$ cat src/rtl/si_link_pkg.sv
`default_nettype none
// +----------------------------------------------------------------------+
// | si_link_pkg                                                          |
// | Shared constants, header field offsets and parser state encoding     |
// | used by the FPGA-link stream stages.                                 |
// | Revision: 1.0 - initial release                                      |
// +----------------------------------------------------------------------+
package si_link_pkg;

  localparam logic [31:0] LINK_MAGIC     = 32'h5349_5454;
  localparam logic [7:0]  LINK_VERSION   = 8'd1;
  localparam logic [7:0]  TYPE_TIME_TAGS = 8'h01;

  // Bit offsets of the header fields inside the first 128-bit word
  localparam int HDR_MAGIC_LSB   = 0;
  localparam int HDR_VERSION_LSB = 32;
  localparam int HDR_TYPE_LSB    = 40;
  localparam int HDR_SEQ_LSB     = 64;

  typedef enum logic [1:0] {
    HEADER  = 2'd0,
    PAYLOAD = 2'd1,
    DROP    = 2'd2
  } parser_state_t;

endpackage
`default_nettype wire

$ cat src/rtl/si_header_parser_if.sv
`default_nettype none
// +----------------------------------------------------------------------+
// | si_header_parser_if                                                  |
// | AXI-Stream bundle (valid/ready/data/keep/last) with master and slave |
// | views.                                                               |
// | Revision: 1.0 - initial release                                      |
// +----------------------------------------------------------------------+
interface si_header_parser_if #(
  parameter int DATA_WIDTH = 128,
  parameter int KEEP_WIDTH = DATA_WIDTH / 8
);
  logic                  tvalid;
  logic                  tready;
  logic [DATA_WIDTH-1:0] tdata;
  logic [KEEP_WIDTH-1:0] tkeep;
  logic                  tlast;

  modport master (output tvalid, output tdata, output tkeep, output tlast, input tready);
  modport slave  (input tvalid, input tdata, input tkeep, input tlast, output tready);
endinterface
`default_nettype wire

$ cat src/rtl/si_axis_skid_buffer.sv
`default_nettype none
// +----------------------------------------------------------------------+
// | si_axis_skid_buffer                                                  |
// | Two-entry registered AXI-Stream buffer. Input ready comes straight   |
// | from a flop, so downstream ready never reaches upstream in the same  |
// | cycle; full throughput while the output is not stalled.              |
// | Revision: 1.0 - initial release                                      |
// +----------------------------------------------------------------------+
module si_axis_skid_buffer #(
  parameter int DATA_WIDTH = 128,
  parameter int KEEP_WIDTH = DATA_WIDTH / 8
) (
  input  wire logic                  clk,
  input  wire logic                  rst,
  input  wire logic                  in_valid,
  output      logic                  in_ready,
  input  wire logic [DATA_WIDTH-1:0] in_data,
  input  wire logic [KEEP_WIDTH-1:0] in_keep,
  input  wire logic                  in_last,
  output      logic                  out_valid,
  input  wire logic                  out_ready,
  output      logic [DATA_WIDTH-1:0] out_data,
  output      logic [KEEP_WIDTH-1:0] out_keep,
  output      logic                  out_last
);

  logic                  skid_valid;
  logic [DATA_WIDTH-1:0] skid_data;
  logic [KEEP_WIDTH-1:0] skid_keep;
  logic                  skid_last;
  logic                  out_free;

  // Spare entry empty means we can take one more beat whatever happens downstream
  assign in_ready = !skid_valid;
  assign out_free = !out_valid || out_ready;

  // Occupancy flags: refill the output from the spare entry first, else from the input
  always_ff @(posedge clk) begin
    if (rst) begin
      out_valid  <= 1'b0;
      skid_valid <= 1'b0;
    end else if (out_free) begin
      out_valid  <= skid_valid || in_valid;
      skid_valid <= 1'b0;
    end else if (in_valid && !skid_valid) begin
      skid_valid <= 1'b1;
    end
  end

  // Data path registers follow the occupancy decisions above; no reset needed
  always_ff @(posedge clk) begin
    if (out_free) begin
      if (skid_valid) begin
        out_data <= skid_data;
        out_keep <= skid_keep;
        out_last <= skid_last;
      end else begin
        out_data <= in_data;
        out_keep <= in_keep;
        out_last <= in_last;
      end
    end else if (in_valid && !skid_valid) begin
      skid_data <= in_data;
      skid_keep <= in_keep;
      skid_last <= in_last;
    end
  end

endmodule
`default_nettype wire

$ cat src/rtl/si_header_parser.sv
`default_nettype none
// +----------------------------------------------------------------------+
// | si_header_parser                                                     |
// | Validates the one-word link header, tracks the sequence number,      |
// | strips the header and forwards payload of valid packets through a    |
// | skid stage. Flags lost and invalid packets for statistics.           |
// | Revision: 1.0 - initial release                                      |
// +----------------------------------------------------------------------+
module si_header_parser
  import si_link_pkg::*;
#(
  parameter int          DATA_WIDTH = 128,
  parameter int          KEEP_WIDTH = DATA_WIDTH / 8,
  parameter logic [31:0] MAGIC      = LINK_MAGIC,
  parameter logic [7:0]  VERSION    = LINK_VERSION
) (
  input  wire logic         clk,
  input  wire logic         rst,
  si_header_parser_if.slave  s_axis,
  si_header_parser_if.master m_axis,
  output      logic         lost_packet,
  output      logic         invalid_packet,
  output      logic [31:0]  last_sequence
);

  parser_state_t state;
  logic          seq_valid;
  logic [31:0]   expected_seq;
  logic [31:0]   hdr_seq;
  logic          header_ok;
  logic          in_fire;
  logic          skid_in_valid;
  logic          skid_in_ready;

  assign hdr_seq = s_axis.tdata[HDR_SEQ_LSB +: 32];

  // A header must match every identity field, be a full word and carry payload
  assign header_ok = (s_axis.tdata[HDR_MAGIC_LSB +: 32]  == MAGIC)
                  && (s_axis.tdata[HDR_VERSION_LSB +: 8] == VERSION)
                  && (s_axis.tdata[HDR_TYPE_LSB +: 8]    == TYPE_TIME_TAGS)
                  && (&s_axis.tkeep)
                  && !s_axis.tlast;

  // Only payload beats touch the skid stage; header and dropped beats are always taken
  assign skid_in_valid  = (state == PAYLOAD) && s_axis.tvalid;
  assign s_axis.tready  = (state == PAYLOAD) ? skid_in_ready : 1'b1;
  assign in_fire        = s_axis.tvalid && s_axis.tready;

  // Discard indication is combinational so it covers the tlast beat too
  assign invalid_packet = ((state == HEADER) && s_axis.tvalid && !header_ok)
                       || (state == DROP);

  // Packet framing FSM plus sequence tracking
  always_ff @(posedge clk) begin
    if (rst) begin
      state         <= HEADER;
      seq_valid     <= 1'b0;
      expected_seq  <= 32'd0;
      last_sequence <= 32'd0;
      lost_packet   <= 1'b0;
    end else begin
      lost_packet <= 1'b0;
      case (state)
        HEADER: begin
          if (in_fire) begin
            if (header_ok) begin
              state         <= PAYLOAD;
              last_sequence <= hdr_seq;
              expected_seq  <= hdr_seq + 32'd1;
              seq_valid     <= 1'b1;
              lost_packet   <= seq_valid && (hdr_seq != expected_seq);
            end else if (!s_axis.tlast) begin
              state <= DROP;
            end
          end
        end
        PAYLOAD, DROP: begin
          if (in_fire && s_axis.tlast) begin
            state <= HEADER;
          end
        end
        default: state <= HEADER;
      endcase
    end
  end

  si_axis_skid_buffer #(
    .DATA_WIDTH (DATA_WIDTH),
    .KEEP_WIDTH (KEEP_WIDTH)
  ) u_skid (
    .clk       (clk),
    .rst       (rst),
    .in_valid  (skid_in_valid),
    .in_ready  (skid_in_ready),
    .in_data   (s_axis.tdata),
    .in_keep   (s_axis.tkeep),
    .in_last   (s_axis.tlast),
    .out_valid (m_axis.tvalid),
    .out_ready (m_axis.tready),
    .out_data  (m_axis.tdata),
    .out_keep  (m_axis.tkeep),
    .out_last  (m_axis.tlast)
  );

endmodule
`default_nettype wire

$ cat src/flat_wrapper.sv
// flat-port wrapper written by rule: the top's interface ports become plain ports
module si_header_parser_flat import si_link_pkg::*;
#(
  parameter int          DATA_WIDTH = 128,
  parameter int          KEEP_WIDTH = DATA_WIDTH / 8,
  parameter logic [31:0] MAGIC      = LINK_MAGIC,
  parameter logic [7:0]  VERSION    = LINK_VERSION
)
  (clk, rst, lost_packet, invalid_packet, last_sequence, s_axis_tvalid, s_axis_tdata, s_axis_tkeep, s_axis_tlast, s_axis_tready, m_axis_tvalid, m_axis_tdata, m_axis_tkeep, m_axis_tlast, m_axis_tready);
  si_header_parser_if #(.DATA_WIDTH(DATA_WIDTH), .KEEP_WIDTH(KEEP_WIDTH)) s_axis_i ();
  si_header_parser_if #(.DATA_WIDTH(DATA_WIDTH), .KEEP_WIDTH(KEEP_WIDTH)) m_axis_i ();
  input  wire logic clk;
  input  wire logic rst;
  output      logic lost_packet;
  output      logic invalid_packet;
  output      logic [31:0] last_sequence;
  input wire logic [$bits(s_axis_i.tvalid)-1:0] s_axis_tvalid;
  input wire logic [$bits(s_axis_i.tdata)-1:0] s_axis_tdata;
  input wire logic [$bits(s_axis_i.tkeep)-1:0] s_axis_tkeep;
  input wire logic [$bits(s_axis_i.tlast)-1:0] s_axis_tlast;
  output wire logic [$bits(s_axis_i.tready)-1:0] s_axis_tready;
  output wire logic [$bits(m_axis_i.tvalid)-1:0] m_axis_tvalid;
  output wire logic [$bits(m_axis_i.tdata)-1:0] m_axis_tdata;
  output wire logic [$bits(m_axis_i.tkeep)-1:0] m_axis_tkeep;
  output wire logic [$bits(m_axis_i.tlast)-1:0] m_axis_tlast;
  input wire logic [$bits(m_axis_i.tready)-1:0] m_axis_tready;
  assign s_axis_i.tvalid = s_axis_tvalid;
  assign s_axis_i.tdata = s_axis_tdata;
  assign s_axis_i.tkeep = s_axis_tkeep;
  assign s_axis_i.tlast = s_axis_tlast;
  assign s_axis_tready = s_axis_i.tready;
  assign m_axis_tvalid = m_axis_i.tvalid;
  assign m_axis_tdata = m_axis_i.tdata;
  assign m_axis_tkeep = m_axis_i.tkeep;
  assign m_axis_tlast = m_axis_i.tlast;
  assign m_axis_i.tready = m_axis_tready;
  si_header_parser #(.DATA_WIDTH(DATA_WIDTH), .KEEP_WIDTH(KEEP_WIDTH), .MAGIC(MAGIC), .VERSION(VERSION)) u_core (.clk(clk), .rst(rst), .s_axis(s_axis_i), .m_axis(m_axis_i), .lost_packet(lost_packet), .invalid_packet(invalid_packet), .last_sequence(last_sequence));
endmodule
$ cat config.mk
export PLATFORM = sky130hd
export DESIGN_NAME = si_header_parser_flat
export DESIGN_NICKNAME = d
export VERILOG_FILES = /design/src/rtl/si_link_pkg.sv /design/src/rtl/si_header_parser_if.sv /design/src/rtl/si_axis_skid_buffer.sv /design/src/rtl/si_header_parser.sv /design/src/flat_wrapper.sv
export SDC_FILE = /design/constraint.sdc
export NUM_CORES = 1
export LEC_CHECK = 0
export ABC_AREA = 1
export CAP_MARGIN = 40
export CORE_AREA = 2 2 159 193
export DETAILED_ROUTE_END_ITERATION = 7
export DIE_AREA = 0 0 161 195
export PLACE_DENSITY = 0.77
export SYNTH_ARGS = -nofsm -noshare
export SYNTH_HDL_FRONTEND = slang
export SYNTH_SLANG_ARGS = --single-unit
$ cat constraint.sdc
create_clock -name clk -period 17.1 [get_ports clk]
set_input_delay 2.565 -clock clk [delete_from_list [all_inputs] [get_ports clk]]
set_output_delay 2.565 -clock clk [all_outputs]
set_load 0.02 [all_outputs]
# Word level (Yosys, flattened, before mapping)

Index checks and enable logic that the tools add are counted.

Register bits: 360
Word-level logic and storage cells: 62

Eq/ne operators: 9
$add $sub $neg: 1
Bitwise gates (word level): 4
Reduce and logical (&&, ||, !) cells: 26
Multiplexer cells: 9

Operators with widths:

| operator                                                                 | number |
|---|---|
| 128-bit two-way mux                                                      | 1 |
| 32-bit by 1-bit adder with 32-bit output (second input constant)         | 1 |
| 32-bit by 31-bit equality test with 1-bit output (second input constant) | 1 |
| 32-bit inequality test                                                   | 1 |
| 8-bit by 1-bit equality test with 1-bit output (second input constant)   | 2 |
| 16-bit two-way mux                                                       | 1 |
| 16-bit AND reduction                                                     | 1 |
| 1-bit logical AND                                                        | 11 |
| 2-bit two-way mux                                                        | 4 |
| 3-bit AND reduction                                                      | 2 |
| 1-bit logical NOT                                                        | 4 |
| 2-bit by 1-bit inequality test with 1-bit output (second input constant) | 2 |
| 1-bit inverter                                                           | 4 |
| 2-bit one-hot mux with 2 select lines                                    | 1 |
| 2-bit OR reduction                                                       | 2 |
| 4-bit OR reduction                                                       | 1 |
| 1-bit logical OR                                                         | 3 |
| 3-bit by 2-bit inequality test with 1-bit output (second input constant) | 1 |
| 2-bit by 1-bit equality test with 1-bit output (second input constant)   | 1 |
| 2-bit equality test (second input constant)                              | 1 |
| 2-bit logical NOT                                                        | 1 |
| 1-bit two-way mux                                                        | 2 |
| 2-bit AND reduction                                                      | 1 |

# Logic depth before layout (Yosys ltp)

Gate-level depths: netlist of the first run.

Depth in word-level cells: 8
Mapped depth: 12
Depth with buffers taken out: 11

# Modules after synthesis

From an unflattened synthesis of the first run, not the netlist that was laid out.

Cells, all modules: 1618
Area total of the unflattened synthesis: 15358.5 sq um

Modules (own cells, without submodules):

| module              | instances | sequential area each (sq um) | cells each | area an instance (sq um) |
|---|---|---|---|---|
| si_axis_skid_buffer | 1         | 8748.4                       | 770        | 10588.9 |
| si_header_parser    | 1         | 1361.3                       | 848        | 4769.6 |

# Least setup slack after synthesis of the first run

No wires, ideal clock.

Kind: input to register
Start: input m_axis_tready
End: register u_core.u_skid.skid_data[0] (enable)
Cell stages on the path: 3
Path buffers: 0
Data arrival time: 12.322 ns
Data required time: 15.699 ns
Setup slack: 3.377 ns
Setup time: 1.401 ns
Cells stage by stage: inv_1 -> nand2_1 -> nor2_1

Longest elaborated chain between the ends: 3

Ends and longest elaborated chain:

| item                                 | line                      | text |
|---|---|---|
| from (decl)                          | flat_wrapper.sv:26        | `input wire logic [$bits(m_axis_i.tready)-1:0] m_axis_tready;` |
| 1-bit logical OR                     | si_axis_skid_buffer.sv:35 | `assign out_free = !out_valid \|\| out_ready;` |
| via u_core.u_skid.out_free           | si_axis_skid_buffer.sv:31 | `logic out_free;` |
| 1-bit inverter (no source line)      | --                        |  |
| 2-bit AND reduction (no source line) | --                        |  |
| to (signal assigned)                 | si_axis_skid_buffer.sv:63 | `skid_data <= in_data;` |
| to (decl)                            | si_axis_skid_buffer.sv:28 | `logic [DATA_WIDTH-1:0] skid_data;` |

The timed path passes the listed nets, and every way through them passes these cells.
A chain may end at the register's enable or synchronous reset.

# Final worst setup path of the first run

Start: input s_axis_tkeep[12]
End: output invalid_packet

Longest elaborated chain between the ends: 6

Ends and longest elaborated chain:

| item                 | line                   | text |
|---|---|---|
| from (decl)          | flat_wrapper.sv:19     | `input wire logic [$bits(s_axis_i.tkeep)-1:0] s_axis_tkeep;` |
| 16-bit AND reduction | si_header_parser.sv:41 | `&& (&s_axis.tkeep)` |
| 1-bit logical AND    | si_header_parser.sv:41 |  |
| 1-bit logical AND    | si_header_parser.sv:42 | `&& !s_axis.tlast;` |
| 1-bit logical NOT    | si_header_parser.sv:50 | `assign invalid_packet = ((state == HEADER) && s_axis.tvalid && !header_ok)` |
| 1-bit logical AND    | si_header_parser.sv:50 |  |
| 1-bit logical OR     | si_header_parser.sv:51 | `\|\| (state == DROP);` |
| to (decl)            | flat_wrapper.sv:15     | `output logic invalid_packet;` |

Every way passes these cells.

==> results of run 1 <==
==> sequential cells by signal (all words and copies together) (netlist names), 2 cells and up <==
signal	count
u_core.last_sequence	32
u_core.u_skid.out_data	128
u_core.u_skid.out_keep	16
u_core.expected_seq	32
u_core.u_skid.skid_data	128
u_core.state	2
u_core.u_skid.skid_keep	16
==> report_power, final <==
group	leakage, nW	total, mW	internal (mW)	switching, mW
combinational	3.65	0.250	0.100	0.150
clock	0.589	0.800	0.466	0.334
sequential	3.40	0.994	0.984	0.0104
==> layer usage <==
metal  share of wire [%]  vias to the layer above  GRT usage (%)
met5                   0                        -              0
met4                 3.7                        0           9.82
met3                 7.8                       81           5.08
met2                  50                      490           44.0
met1                  38                     5314           30.9
li1                    -                     5481              -
==> area by class of cell <==
cell class,count,area [um2]
flip-flops and latches,360,10100
fillers,2185,9550
multi-input cells,917,4040
repair buffers,344,3500
clock buffers,48,1000
well taps,390,488
inverters,120,450
clock inverters,22,214
diodes,2,5.00
==> cell usage after synthesis (all sizes together) (3+ instances only) <==
cell type and n:
nor3 22, a21oi 51, nand4 50, nand2 560, inv 119, clkbuf 40, buf 23, edfxtp 290
xnor2 3, nor2 102, xor2 27, dfxtp 70, o21ai 74, nand3 22, ha 4
==> worst register-to-register path, stage by stage (launching register included) <==
cell and delay [ns]:
dfxtp_1 0.39, nand2_4 0.35, nor2_4 0.66, buf_4 0.52, buf_4 0.73
==> metrics by stage <==
stage                     hold WS (ns)  instances
after floorplan                  0.417       1460
after global placement           0.428       2126
after detailed placement         0.435       2131
after CTS                        0.447       2201
after global routing             0.459       2203
final                            0.447       2203
==> worst paths after layout <==
check,start,to,slack (ns),depth (start not counted)
worst max-delay path,s_axis_tkeep[12],invalid_packet,9.69,9
worst min-delay path,u_core.seq_valid$_SDFFE_PP0P_,u_core.lost_packet$_SDFF_PP0_,0.45,2
worst max register to register,u_core.u_skid.out_valid$_SDFFE_PP0P_,u_core.u_skid.skid_keep[3]$_DFFE_PP_,14.02,4
worst min register to register,u_core.seq_valid$_SDFFE_PP0P_,u_core.lost_packet$_SDFF_PP0_,0.45,2
==> kinds of logic after synthesis <==
group | after synthesis | synth area share (%)
AOI/OAI and AO/OA | 126 | 4.33
xor gates and xnor gates | 30 | 1.77
and+or+nand+nor | 757 | 20.5
adders and majority gates | 4 | 0.337
DFF | 360 | 68.0
buffers and inverters | 183 | 5.02
==> metrics.txt, run 1 <==
final instance area 19800 um2; die area 31400 um2; Leakage 7.64 nW; CP Max Fanout 3; CTS tree done; DRT Wirelength 40.3 mm; Final Total Pwr 2.04 mW; Longest Clk Path Bufs 3; Setup-failing EPs final 0; worst hold path class register to register; post-CTS sizing 0; ys async rst share 0%; Yosys cell types 28; GP Congestion 0.985; vias per inst 5.16; placed instance area 18600 um2; Slew Viols, Final 0; Seq/Total Area, Yosys 68.0%; clock slew at reported path FFs 0.06 ns; Post-Syn Area 14900 um2; Top delay family on crit path buffers and inverters; via count 11400; Startpoint Class primary input; Worst Tran Pin Value 0.921 ns; max cap viols 0; Period minus WS final 7.41 ns; PwrDens 103 nW/um2; min setup slack post-route 9.69 ns; gr ovfl total 0; 1st-pass router iterations 7; initial antenna violation count 3; nets 1934; H-tree depth 2; RSZ-0062 raised after global routing false; wire per inst 18.3 um; core area 29400 um2; die width 161 um; largest net degree at the start of global routing 93; slowest cell delay on critical path 0.60 ns; Final TNS setup 0 ns; Finished Core Util 67.5%; Initial Util 50.7%; hold buffer count at CTS 0; CP Cell Sequence clkdlybuf4s50_1, nand2_1, nor2_1, nand2_1, nor2_2, nand4_1, o21ai_0, o21bai_1, clkdlybuf4s50_1; # IOs 330; violation count after the first detailed-route iteration 1147; crit path DAT 4.84 ns; row cnt 69; VDD IR-drop max 0.0000803 V; Clock Skew 0.0175 ns; Synth area leader edfxtp_1; share of the synthesized area in the top cell type 58.6%; Post-DRT Antenna Nets 0; Slowest-stage cell, CP clkdlybuf4s50_1; EDFF count, synth 290; relative slew slack 38.6%; Syn-to-layout area delta 33.2%; Max Freq 135 MHz; Buf+Inv Stages, Crit Path 2; Cells after Synth 1460; CTS Buf Count 38; Worst Setup End Kind primary output; Setup WS pre-CTS 9.59 ns; Synth warnings 0; proportion of layout cells with a drive suffix above 1 4.97%; period utilisation layout 43.3%; total track usage 25.2%; Worst EP required 14.53 ns; most frequent cells in the layout nand2_1, clkdlybuf4s50_1, edfxtp_1; Setup Crit Path Kind primary input to primary output; Clock Root Buffer clkbuf_16; first-pass GRT wire length 61.8 mm; net count after synthesis 1613; postcts setup bufs 0; Die Height 195 um; status finished clean; top post-synthesis cells by area edfxtp_1, nand2_1, dfxtp_1; # DRC 0; Final Hold Fails 0; CTS sink cnt 360; syn_area_per_cell 10.2 um2; hpwl dp 28.4 mm; Skew-Pair Late Insertion Delay 0.52 ns; number of global-route vias before repair 11000; commonest non-fill, non-tap cell in the layout nand2_1; post-synthesis register bit count 360; IO Port Bufs 329; Primary FF master, synth edfxtp_1
Note: power is estimated with default switching activity, not from simulation.
==> run 2: changes to the inputs <==
clock period = 7.57 ns   (was 17.1 ns; I/O delays follow)
==> metrics.txt, run 2 (synthesis results as in run 1) <==
Initial Util 50.7%; CTS sink cnt 360; vias per inst 5.19; Worst Setup End Kind primary output; DRT Wirelength 40.2 mm; CP Max Fanout 3; die area 31400 um2; gr ovfl total 0; RSZ-0062 raised after global routing false; largest net degree at the start of global routing 146; CP Cell Sequence clkdlybuf4s50_1, nand2_1, inv_1, nand2_1, nor2_1, nand4_1, o21ai_0, o21bai_1, clkdlybuf4s50_1; Period minus WS final 4.57 ns; clock slew at reported path FFs 0.06 ns; Top Registers u_core.u_skid.out_data (128), u_core.u_skid.skid_data (128); # DRC 0; post-route insts no fill 2197; Longest Clk Path Bufs 3; Slowest-stage cell, CP clkdlybuf4s50_1; Clock Skew 0.00853 ns; Final TNS setup 0 ns; crit path DAT 3.44 ns; worst hold path class register to register; Die Height 195 um; CTS Buf Count 37; Setup Crit Path Kind primary input to primary output; hpwl dp 27.7 mm; number of global-route vias before repair 11100; IO Port Bufs 329; Syn-to-layout area delta 33.4%; post-CTS sizing 0; wire per inst 18.3 um; most frequent cells in the layout nand2_1, clkdlybuf4s50_1, edfxtp_1; commonest non-fill, non-tap cell in the layout nand2_1; # IOs 330; CTS tree done; Post-DRT Antenna Nets 0; Worst EP required 6.43 ns; Buf+Inv Stages, Crit Path 3; first-pass GRT wire length 61.1 mm; relative slew slack 39.3%; VDD IR-drop max 0.000155 V; Setup-failing EPs final 0; max cap viols 0; initial antenna violation count 2; Skew-Pair Late Insertion Delay 0.52 ns; core area 29400 um2; nets 1930; period utilisation layout 60.4%; die width 161 um; PwrDens 237 nW/um2; proportion of layout cells with a drive suffix above 1 4.88%; hold buffer count at CTS 0; Final Hold Fails 0; Startpoint Class primary input; placed instance count 2128; slowest cell delay on critical path 0.60 ns; Top delay family on crit path buffers and inverters; Max Freq 219 MHz; violation count after the first detailed-route iteration 968; row cnt 69; H-tree depth 2; postcts setup bufs 0; Clock Root Buffer clkbuf_16; Leakage 7.64 nW; Worst Tran Pin Value 0.911 ns; status finished clean; via count 11400; total track usage 25.0%; 1st-pass router iterations 6; Slew Viols, Final 0; GP Congestion 0.943
[run 2: cell count changes in the layout (fill, tap and decap cells not counted), sizes merged]
cell    delta
inv        -2
clkinv     -4
buf        -3
clkbuf     +1
bufinv     +2
[run 2: metal layers]
| layer | vias up | GRT usage [%] | share of wire [%] |
|---|---|---|---|
| met1 | 5348 | 29.8 | 38 |
| met3 | 88 | 5.54 | 8.2 |
| met4 | 0 | 10.7 | 3.9 |
| met2 | 495 | 43.7 | 50 |
| met5 | - | 0 | 0 |
| li1 | 5473 | - | - |
[run 2: worst reg2reg max path, stage by stage, from the launching register on]
cell,delay [ns]
dfxtp_4,0.68
buf_4,0.61
buf_4,0.83
o21ai_0,0.42
[run 2: final timing paths]
kind	startpoint	endpoint	slack [ns]	cells after the start
max	s_axis_tkeep[2]	invalid_packet	3.00	9
min	u_core.seq_valid$_SDFFE_PP0P_	u_core.lost_packet$_SDFF_PP0_	0.45	2
max reg2reg	u_core.u_skid.skid_valid$_SDFFE_PP0P_	u_core.u_skid.out_data[85]$_DFFE_PP_	4.69	3
min reg2reg	u_core.seq_valid$_SDFFE_PP0P_	u_core.lost_packet$_SDFF_PP0_	0.45	2
[run 2: layout make-up]
class                           count  area, um2
Timing Repair Buffer              341       3470
Fill cell                        2171       9520
Clock buffer                       49       1040
Tap cell                          390        488
Clock inverter                     18        219
Multi-Input combinational cell    917       4050
Antenna cell                        2       5.00
Sequential cell                   360      10100
Inverter                          120        450
[run 2: through the flow]
stage	area, um2	util [%]	setup slack, ns	hold WS, ns	total power, mW
after floorplan	14900	-	1.05	0.417	2.54
after global placement	18500	62.9	3.03	0.432	2.84
after detailed placement	18600	63.2	2.97	0.431	2.85
after CTS	19800	67.5	2.95	0.449	4.73
after global routing	19800	67.6	2.86	0.470	4.84
final	19800	67.6	3.00	0.454	4.69
[run 2: where the power goes]
group          total [mW]  internal (mW)  switching [mW]  leakage, nW
Sequential           2.25           2.22          0.0242         3.40
Combinational       0.562          0.228           0.334         3.63
Clock                1.88           1.14           0.740        0.616
